===== src/rtl/joypad_scanner_if.sv =====
// rtl/joypad_scanner_if.sv - joypad register side bus: line select, line data, interrupt handshake
interface joypad_scanner_if;
    logic [1:0] button_sel;
    logic [3:0] button_data;
    logic       int_req;
    logic       int_ack;

    // Register side: drives the select lines and acknowledges the interrupt
    modport master (
        output button_sel,
        output int_ack,
        input  button_data,
        input  int_req
    );

    // Scanner side: presents active-low line state and raises the interrupt
    modport slave (
        input  button_sel,
        input  int_ack,
        output button_data,
        output int_req
    );
endinterface


===== src/rtl/joypad_scanner.sv =====
// rtl/joypad_scanner.sv - joypad front end: sync, debounce, FF00 line mux, interrupt; optional JOYPAD_SOCD_EN
module joypad_scanner #(
    parameter int DEBOUNCE_CYCLES = 20000,  // legal 1..65535
    parameter int SYNC_STAGES     = 2       // at least 2
) (
    input  logic             clock,
    input  logic             reset,
    input  logic [7:0]       btn_raw,
    output logic [7:0]       btn_state,
    joypad_scanner_if.slave  jp
);

    // Last count value before a disagreeing button is accepted
    localparam logic [15:0] CNT_LAST = 16'(DEBOUNCE_CYCLES - 1);

    // Synchronizer chains: bit [0] samples the raw pin, bit [SYNC_STAGES-1] feeds the debouncer
    logic [7:0][SYNC_STAGES-1:0] sync_chain_q;
    logic [7:0]                  sync_w;

    // Debounce state
    logic [7:0][15:0] cnt_q;
    logic [7:0][15:0] cnt_d;
    logic [7:0]       state_q;
    logic [7:0]       state_d;

    // Line mux and interrupt
    logic [3:0] dir_w;
    logic [3:0] act_w;
    logic [3:0] button_data_w;
    logic [3:0] prev_data_q;
    logic [3:0] fall_w;
    logic       int_req_q;
    logic       int_req_d;

    // Shift each raw button through its own synchronizer chain
    always_ff @(posedge clock) begin
        for (int i = 0; i < 8; i++) begin
            if (reset) begin
                sync_chain_q[i] <= '0;
            end else begin
                sync_chain_q[i] <= {sync_chain_q[i][SYNC_STAGES-2:0], btn_raw[i]};
            end
        end
    end

    // Pick the final synchronizer stage of every chain
    always_comb begin
        sync_w = '0;
        for (int i = 0; i < 8; i++) begin
            sync_w[i] = sync_chain_q[i][SYNC_STAGES-1];
        end
    end

    // Per-button debounce: count consecutive disagreeing samples, accept on the last one
    always_comb begin
        cnt_d   = cnt_q;
        state_d = state_q;
        for (int i = 0; i < 8; i++) begin
            if (sync_w[i] == state_q[i]) begin
                // Any agreeing sample restarts the count, which rejects short glitches
                cnt_d[i] = '0;
            end else if (cnt_q[i] == CNT_LAST) begin
                state_d[i] = sync_w[i];
                cnt_d[i]   = '0;
            end else begin
                cnt_d[i] = cnt_q[i] + 16'd1;
            end
        end
    end

    // Debounce registers; a reset mid-count throws the partial count away
    always_ff @(posedge clock) begin
        if (reset) begin
            cnt_q   <= '0;
            state_q <= '0;
        end else begin
            cnt_q   <= cnt_d;
            state_q <= state_d;
        end
    end

    assign btn_state = state_q;

    // Direction group, optionally cleaned of opposing presses before it reaches the bus
    always_comb begin
        dir_w = state_q[3:0];
`ifdef JOYPAD_SOCD_EN
        // Right+Left or Up+Down held together report as neither; btn_state keeps the raw truth
        if (state_q[0] && state_q[1]) begin
            dir_w[1:0] = 2'b00;
        end
        if (state_q[2] && state_q[3]) begin
            dir_w[3:2] = 2'b00;
        end
`endif
    end

    assign act_w = state_q[7:4];

    // Active-low line mux: a low select bit enables its group, both groups OR when both are low
    always_comb begin
        button_data_w = ~((jp.button_sel[0] ? 4'h0 : dir_w) |
                          (jp.button_sel[1] ? 4'h0 : act_w));
    end

    assign jp.button_data = button_data_w;

    // High-to-low on any line raises the request; select changes count too, as on the DMG
    always_comb begin
        fall_w    = prev_data_q & ~button_data_w;
        int_req_d = int_req_q;
        if (|fall_w) begin
            // A fresh fall beats a simultaneous acknowledge
            int_req_d = 1'b1;
        end else if (jp.int_ack) begin
            int_req_d = 1'b0;
        end
    end

    // Edge detector history and interrupt request level
    always_ff @(posedge clock) begin
        if (reset) begin
            prev_data_q <= 4'hF;
            int_req_q   <= 1'b0;
        end else begin
            prev_data_q <= button_data_w;
            int_req_q   <= int_req_d;
        end
    end

    assign jp.int_req = int_req_q;

endmodule


===== src/flat_wrapper.sv =====
// flat-port wrapper written by rule: the top's interface ports become plain ports
module joypad_scanner_flat 
#(
    parameter int DEBOUNCE_CYCLES = 20000,                   
    parameter int SYNC_STAGES     = 2                    
)
  (clock, reset, btn_raw, btn_state, jp_button_sel, jp_int_ack, jp_button_data, jp_int_req);
  joypad_scanner_if jp_i ();
  input  logic clock;
  input  logic reset;
  input  logic [7:0] btn_raw;
  output logic [7:0] btn_state;
  input wire logic [$bits(jp_i.button_sel)-1:0] jp_button_sel;
  input wire logic [$bits(jp_i.int_ack)-1:0] jp_int_ack;
  output wire logic [$bits(jp_i.button_data)-1:0] jp_button_data;
  output wire logic [$bits(jp_i.int_req)-1:0] jp_int_req;
  assign jp_i.button_sel = jp_button_sel;
  assign jp_i.int_ack = jp_int_ack;
  assign jp_button_data = jp_i.button_data;
  assign jp_int_req = jp_i.int_req;
  joypad_scanner #(.DEBOUNCE_CYCLES(DEBOUNCE_CYCLES), .SYNC_STAGES(SYNC_STAGES)) u_core (.clock(clock), .reset(reset), .btn_raw(btn_raw), .btn_state(btn_state), .jp(jp_i));
endmodule

===== config.mk =====
export PLATFORM = sky130hd
export DESIGN_NAME = joypad_scanner_flat
export DESIGN_NICKNAME = d
export VERILOG_FILES = /design/src/rtl/joypad_scanner_if.sv /design/src/rtl/joypad_scanner.sv /design/src/flat_wrapper.sv
export SDC_FILE = /design/constraint.sdc
export NUM_CORES = 1
export LEC_CHECK = 0
export BUFFER_PORTS_ARGS = -buffer_cell sky130_fd_sc_hd__buf_2
export CAP_MARGIN = 20
export CORE_MARGIN = 1.5
export CORE_UTILIZATION = 45
export DETAILED_ROUTE_END_ITERATION = 16
export PLACE_DENSITY_LB_ADDON = 0.15
export SETUP_SLACK_MARGIN = 0.1
export SLEW_MARGIN = 25
export SYNTH_ARGS = -nofsm -noshare
export SYNTH_HDL_FRONTEND = slang
export SYNTH_SLANG_ARGS = --single-unit

===== constraint.sdc =====
create_clock -name clock -period 4.6 [get_ports clock]
set_input_delay 0.23 -clock clock [delete_from_list [all_inputs] [get_ports clock]]
set_output_delay 0.23 -clock clock [all_outputs]
set_load 0.02 [all_outputs]

; Word level (Yosys, flattened, before mapping)
; Index checks and enable logic that the tools add are counted.
[op_classes]
n_addsub = 8
eq_ne = 16
muxes = 4
n_bitwise = 12
reduce_logical = 18
[ops]
columns = op, n
row1 = 16-bit by 1-bit adder with 16-bit output (second input constant), 8
row2 = 16-bit by 15-bit == test with 1-bit output (second input constant), 8
row3 = 3-bit OR reduction, 8
row4 = 2-bit AND reduction, 8
row5 = 1-bit == test, 8
row6 = 4-bit 2-to-1 mux, 2
row7 = 1-bit NOT, 8
row8 = 4-bit NOT, 2
row9 = 4-bit bitwise AND, 1
row10 = 4-bit bitwise OR, 1
row11 = 4-bit OR reduction, 1
row12 = 1-bit 2-to-1 mux, 2
row13 = 2-bit nonzero test, 1
[totals]
register_bits = 157
in_bits = 13

; Longest topological paths before layout
; Gate-level depths: netlist (run 1).
[logic_depth]
word_depth = 7
depth_mapped = 8
mapped_depth_nobuf = 5

; Worst setup path after synthesis (run 1)
; No wires, ideal clock.
[synth_path]
path_type = reg-to-reg
from = register u_core.cnt_q[0] in the netlist's numbering
to = register u_core.cnt_q[10] in the netlist's numbering
t_arrival_ns = 1.768
required_ns = 4.536
setup_slack_ns = 2.768
stages_incl_launch_ff = 9
period_less_slack_ns = 1.832
cell_sequence = dfxtp_1 -> ha_1 -> and4_1 -> clkbuf_1 -> and4_1 -> or3_1 -> clkbuf_1 -> buf_2 -> nor2_1
[synth_between]
elab_chain_len = 2
[synth_lines]
columns = item, line
row1 = start: declaration, joypad_scanner.sv:21  ; logic [7:0][15:0] cnt_q;
row2 = start signal: assignment, joypad_scanner.sv:77  ; cnt_q <= cnt_d;
row3 = "parallel branches: the longest is 2 deep, another holds 16-bit by 1-bit adder with 16-bit output", -
; Several ways; the timed one is not identified.
; A chain may end at the register's enable or synchronous reset.

; Worst setup path in the final report (run 1)
[layout_path]
from = register u_core.cnt_q[102] in the netlist's numbering
to = register u_core.cnt_q[98] in the netlist's numbering
[layout_between]
elab_chain_len = 2
[layout_lines]
columns = item, line
row1 = 16-bit by 15-bit == test with 1-bit output, joypad_scanner.sv:62  ; end else if (cnt_q[i] == CNT_LAST) begin
row2 = 3-bit OR reduction (no source line), -
; Every way passes these cells.

==> results_dict.tcl, run 1 <==
set metrics [dict create \
    busiest_layer "met2" \
    gp_congestion 0.833 \
    seqCellArea_sq_um 3140 \
    max_freq_mhz 531 \
    syn_to_final_growth_pct 11.9 \
    postRouteAntennaNets 0 \
    grt-ovfl-total 0 \
    worst_path_largest_cell_delay_ns 0.57 \
    p_clk_frac 0.492 \
    synthAdderAreaFrac 0.0149 \
    final_util 0.516 \
    synthFlopType "dfxtp_1" \
    cp.arrival_ns 2.18 \
    internal_power_mw 2.21 \
    seqPwrFrac 0.496 \
    outcome "complete, no violations" \
    drt_first_iter_violations 279 \
    synth_cell_types 40 \
    synth-edff-count 0 \
    detail_route.vias_per_cell 5.18 \
    p_leak_nw 2.39 \
    path_max_fanout 14 \
    synth_most_common_cell "dfxtp_1" \
    synth_common_cells "dfxtp_1 (157), nor2_1 (124), xnor2_1 (63)" \
    grt_pass1_wl_mm 21.7 \
    maxSlewViolCount 0 \
    post-route-period-util 0.410 \
    fp.dieW_um 125 \
    hold_violations 0 \
    synthCells 750 \
    fillers 1318 \
    synth_nets 771 \
    grt_pass1_vias 4757 \
    multi_input_area_sq_um 3340 \
    cts_tree "built" \
    rows 44 \
    pwr-share-comb 0.012 \
    worst_setup_path_start_kind "register" \
    muxShareOfSynthArea 0.0119 \
    yosys_warnings 0 \
    worst_pin_slew_ns 0.639 \
    start_util 0.462 \
    hold_slack_ns 0.0342 \
    crit_buf_inv 0 \
    synth_top_family_by_area "simple AND/OR/NAND/NOR gates" \
    grt_util_all_layers 0.167 \
    use_met1 0.215 \
    die_y_um 125 \
    nNetsFinal 786 \
    post_drt_wl_per_cell_um 12.8 \
    crit_type "register to register" \
    cts.sinks 157 \
    ir_drop_v 0.000345 \
    crit_path_cell_trace "or4_1 > or4_4 > nand2_2 > nor2_1" \
    timing.setup.tns_ns 0 \
    clk_latency_ns 0.42 \
    yosys.area.top_type "dfxtp_1" \
    drive_above_1_share 0.0951 \
    synth_compound_area_frac 0.0199 \
    htree_levels 4 \
    io_buffers 25 \
    post_cts_resized 0 \
    worst_hold_path_type "input pin to register" \
    synth_top_cell_area_share 0.467 \
    grt_max_degree 40 \
    synth_simple_gate_area_frac 0.304 \
    cts.path.max_buffers 2 \
    synth_seq_cells 157 \
    cts_made_buffers 17 \
    yosysSeqAreaShare 0.467 \
    use_met2 0.268 \
    dieArea_sq_um 15700 \
    fin_crit_ns 1.88 \
    syn_avg_cell_area_sq_um 8.98 \
    async_flop_share 0 \
    p_sw_frac 0.203 \
    wl_mm 12.3 \
    use_met3 0.0445 \
    max_slew_margin 0.574 \
    maxCapViolations 0 \
    io_pins 26 \
    cts.reportedPaths.clkPinSlew_ns 0.06 \
    drc 0 \
    synth_xor_area_frac 0.146 \
    core_area_sq_um 14600 \
    rsz0062_at_grt "false" \
    power_switching_mw 0.561 \
    power_density_nw_per_um2 367 \
    setup_viol 0 \
    dr.pass1.iters 5 \
    required_ns 4.89 \
    synthTopCellsByArea "dfxtp_1 (47%), xnor2_1 (8.2%), nor2_1 (6.9%), xor2_1 (6.4%), nand4_1 (3.7%)" \
    path_delay_family "simple AND/OR/NAND/NOR gates" \
    end_kind "register" \
    num_antenna_cells 0 \
    antenna_found_initial 0 \
    dpl.hpwl_mm 8.45 \
    crit_path_top_delay_cell "or4_4" \
    vias 4982 \
    syn-cell-area_sq_um 6740 \
    fin_skew_ns 0.00650 \
    cts-root-buf "clkbuf_16" \
]
layout by cell type (no fill, tap or decap), types with 2 or more instances in the layout:
| master | instances |
|---|---|
| a21oi_1 | 10 |
| and2_1 | 4 |
| and3_1 | 9 |
| and4_1 | 19 |
| buf_2 | 25 |
| bufinv_16 | 2 |
| clkbuf_1 | 3 |
| clkbuf_16 | 17 |
| clkbuf_8 | 2 |
| clkinv_2 | 3 |
| clkinv_4 | 2 |
| clkinvlp_4 | 3 |
| dfxtp_1 | 157 |
| dlygate4sd3_1 | 2 |
| ha_1 | 8 |
| inv_1 | 26 |
| mux2i_1 | 8 |
| nand2_1 | 34 |
| nand2_2 | 2 |
| nand2b_1 | 9 |
| nand3_1 | 37 |
| nand4_1 | 40 |
| nor2_1 | 124 |
| nor2_2 | 10 |
| nor2b_1 | 17 |
| nor3_1 | 23 |
| nor4_1 | 27 |
| nor4b_1 | 5 |
| o21ai_0 | 5 |
| o22ai_1 | 4 |
| o31ai_1 | 2 |
| or2_2 | 3 |
| or3_1 | 5 |
| or4_1 | 7 |
| or4_4 | 3 |
| or4b_1 | 3 |
| xnor2_1 | 63 |
| xor2_1 | 49 |
area by class of cell:
cell class	count	share of cell area
flip-flops and latches	157	0.417
inverters	26	0.0130
clock inverters	10	0.0153
clock buffers	22	0.0616
repair buffers	27	0.0193
multi-input cells	536	0.443
well taps	184	0.0306
stage by stage:
stage / power [mW] / area, sq um / setup WS [ns] / std cells
global placement: 1.44 / 6940 / 2.74 / 928
finish: 2.77 / 7530 / 2.72 / 962
global route: 2.87 / 7530 / 2.53 / 962
floorplan: 1.43 / 6740 / 2.77 / 750
CTS: 2.80 / 7530 / 2.70 / 962
detailed placement: 1.44 / 6940 / 2.71 / 928
routing by layer:
metal	wire length (um)	share of wire
met5	0	0
met4	177	0.014
met3	436	0.035
met2	5570	0.45
met1	6100	0.50
kinds of logic after synthesis:
logic type,after synthesis
AND/OR/NAND/NOR,385
flip-flops,157
XOR/XNOR,112
buffers and inverters,57
AO/OA/AOI/OAI,23
multiplexers,8
adder cells (fa/ha/maj),8
what timing repair did:
| item | 4_1_cts | 5_1_grt |
|---|---|---|
| hold buffers | 2 | 0 |
| hold endpoints to repair | 2 | 0 |
| setup buffers | 0 | 0 |
sequential cells by signal, summed over array words and instances (netlist names):
| name | count |
|---|---|
| u_core.sync_chain_q | 16 |
| u_core.btn_state | 8 |
| u_core.prev_data_q | 4 |
| u_core.cnt_q | 128 |
| u_core.jp.int_req | 1 |
power by group through the flow:
| stage | Combinational (mW) | Sequential (mW) | Clock, mW |
|---|---|---|---|
| after floorplan | 0.0243 | 1.40 | 0 |
| after global placement | 0.0321 | 1.40 | 0 |
| after detailed placement | 0.0326 | 1.40 | 0 |
| after CTS | 0.0340 | 1.37 | 1.40 |
| after global routing | 0.0379 | 1.37 | 1.46 |
| final | 0.0329 | 1.37 | 1.36 |
worst paths after layout:
check / to / start / slack (ns) / depth (start not counted)
worst max-delay path: u_core.cnt_q[98] / u_core.cnt_q[102] / 2.72 / 4
worst min-delay path: u_core.sync_chain_q[4] / btn_raw[2] / 0.03 / 2
worst max register to register: u_core.cnt_q[98] / u_core.cnt_q[102] / 2.72 / 4
worst min register to register: u_core.sync_chain_q[3] / u_core.sync_chain_q[2] / 0.43 / 1
(Power assumes the default switching activity.)
==> inputs of run 2 (changes only) <==
==> constraint.sdc (replaced) <==
create_clock -name clock -period 1.9 [get_ports clock]
set_input_delay 0.095 -clock clock [delete_from_list [all_inputs] [get_ports clock]]
set_output_delay 0.095 -clock clock [all_outputs]
set_load 0.02 [all_outputs]
==> results_dict.tcl, run 2 (same netlist as run 1, synthesis figures left out) <==
set metrics [dict create \
    outcome "complete, no violations" \
    largest_register_ffs 128 \
    fillers 1282 \
    dieArea_sq_um 15700 \
    seqCellArea_sq_um 3150 \
    worst_path_largest_cell_delay_ns 0.63 \
    drive_above_1_share 0.164 \
    ir_drop_v 0.000757 \
    setup_viol 0 \
    worst_setup_path_start_kind "register" \
    stdcell_area_sq_um 8040 \
    critPathMostFrequentCell "or4_4" \
    post-route-period-util 0.960 \
    path_max_fanout 7 \
    grt-ovfl-total 0 \
    worstReg2RegStart "u_core.cnt_q[23]" \
    clk_latency_ns 0.42 \
    cp.arrival_ns 2.14 \
    worst_hold_path_type "input pin to register" \
    crit_path_cell_trace "or4_4 > or4_4 > nand2_8 > nor2_1" \
    power_density_nw_per_um2 835 \
    antenna_found_initial 0 \
    core_area_sq_um 14600 \
    hold_violations 0 \
    rsz0062_at_grt "true" \
    fin_crit_ns 1.82 \
    dpl.hpwl_mm 8.89 \
    highest_layer "met4" \
    io_pins 26 \
    multi_input_area_sq_um 3530 \
    cts.sinks 157 \
    regMostFlops "u_core.cnt_q" \
    timing.setup.tns_ns 0 \
    wl_mm 13.2 \
    maxSlewViolCount 0 \
    fin_skew_ns 0.00751 \
    rows 44 \
    postRouteAntennaNets 0 \
    min_from "jp_button_sel[1]" \
    crit_start "u_core.cnt_q[23]" \
    start_util 0.462 \
    crit_type "register to register" \
    vias 5204 \
    io_buffers 25 \
    dr.pass1.iters 5 \
    grt_pass1_wl_mm 22.3 \
    met3_length_um 309 \
    worst_pin_slew_ns 0.793 \
    detail_route.vias_per_cell 5.19 \
    wl_met2_mm 6.40 \
    cts_tree "built" \
    met1Wirelength_mm 6.36 \
    crit_buf_inv 0 \
    cts.path.max_buffers 2 \
    maxCapViolations 0 \
    fp.dieW_um 125 \
    syn_to_final_growth_pct 19.4 \
    max_freq_mhz 548 \
    final_common_cell "dfxtp_1" \
    cts-root-buf "clkbuf_16" \
    num_antenna_cells 0 \
    placed_cell_area_sq_um 7150 \
    drt_first_iter_violations 372 \
    grt_max_degree 20 \
    p_leak_nw 2.60 \
    required_ns 2.22 \
    nNetsFinal 827 \
    drc 0 \
    gp_congestion 0.852 \
    max_slew_margin 0.470 \
    grt_util_all_layers 0.173 \
    path_delay_family "simple AND/OR/NAND/NOR gates" \
    cts_made_buffers 17 \
    cts.reportedPaths.clkPinSlew_ns 0.06 \
    grt_pass1_vias 4993 \
    htree_levels 4 \
    post_drt_wl_per_cell_um 13.2 \
    crit_path_top_delay_cell "or4_4" \
    final_cell_mix "dfxtp_1 (152), nor2_1 (112), xnor2_1 (63), xor2_1 (49), nand4_1 (40)" \
    die_y_um 125 \
    end_kind "register" \
]
-- run 2: final timing paths --
path	slack, ns	depth (start not counted)	to
max	0.08	4	u_core.cnt_q[23]
min	0.03	3	u_core.prev_data_q[3]
max reg2reg	0.08	4	u_core.cnt_q[23]
min reg2reg	0.43	1	u_core.sync_chain_q[7]
-- run 2: final cells by class --
type,instances,area share
Inverter,26,0.0121
Timing Repair Buffer,66,0.0570
Clock inverter,14,0.0181
Tap cell,184,0.0286
Multi-Input combinational cell,538,0.439
Sequential cell,157,0.392
Clock buffer,17,0.0529
-- run 2: per-stage QoR --
| step | setup slack (ns) | utilization | hold WS, ns | instances | total power, mW |
|---|---|---|---|---|---|
| floorplan | 0.106 | - | 0.223 | 750 | 3.45 |
| global placement | 0.0421 | 0.490 | 0.304 | 957 | 3.48 |
| detailed placement | 0.0193 | 0.490 | 0.317 | 957 | 3.48 |
| CTS | 0.0744 | 0.540 | 0.0102 | 999 | 6.78 |
| global route | 0.0474 | 0.551 | 0.0427 | 1002 | 6.95 |
| finish | 0.0755 | 0.551 | 0.0267 | 1002 | 6.71 |
-- run 2: power breakdown --
| group | internal [mW] | switching (mW) |
|---|---|---|
| logic | 0.0512 | 0.0586 |
| clock network | 1.92 | 1.35 |
| registers | 3.31 | 0.0111 |
-- run 2: per-layer routing --
metal	GRT usage	up-vias
li1	-	2691
met1	0.212	2439
met2	0.286	63
met3	0.0509	11
met4	0.0662	0
met5	0	-
-- run 2: worst register-to-register path: stages (launching register included) --
cell and delay [ns]:
dfxtp_4 0.35, or4_4 0.51, or4_4 0.63, nand2_8 0.17, nor2_1 0.07
-- run 2: what timing repair did --
item / 4_1_cts / 5_1_grt
gates resized for setup: 6 / 40
setup endpoints to repair: 43 / 71
pin swaps: 1 / 23
hold buffers: 10 / 0
hold endpoints to repair: 9 / 0
buffers inserted: 0 / 2
cloned: 1 / 1
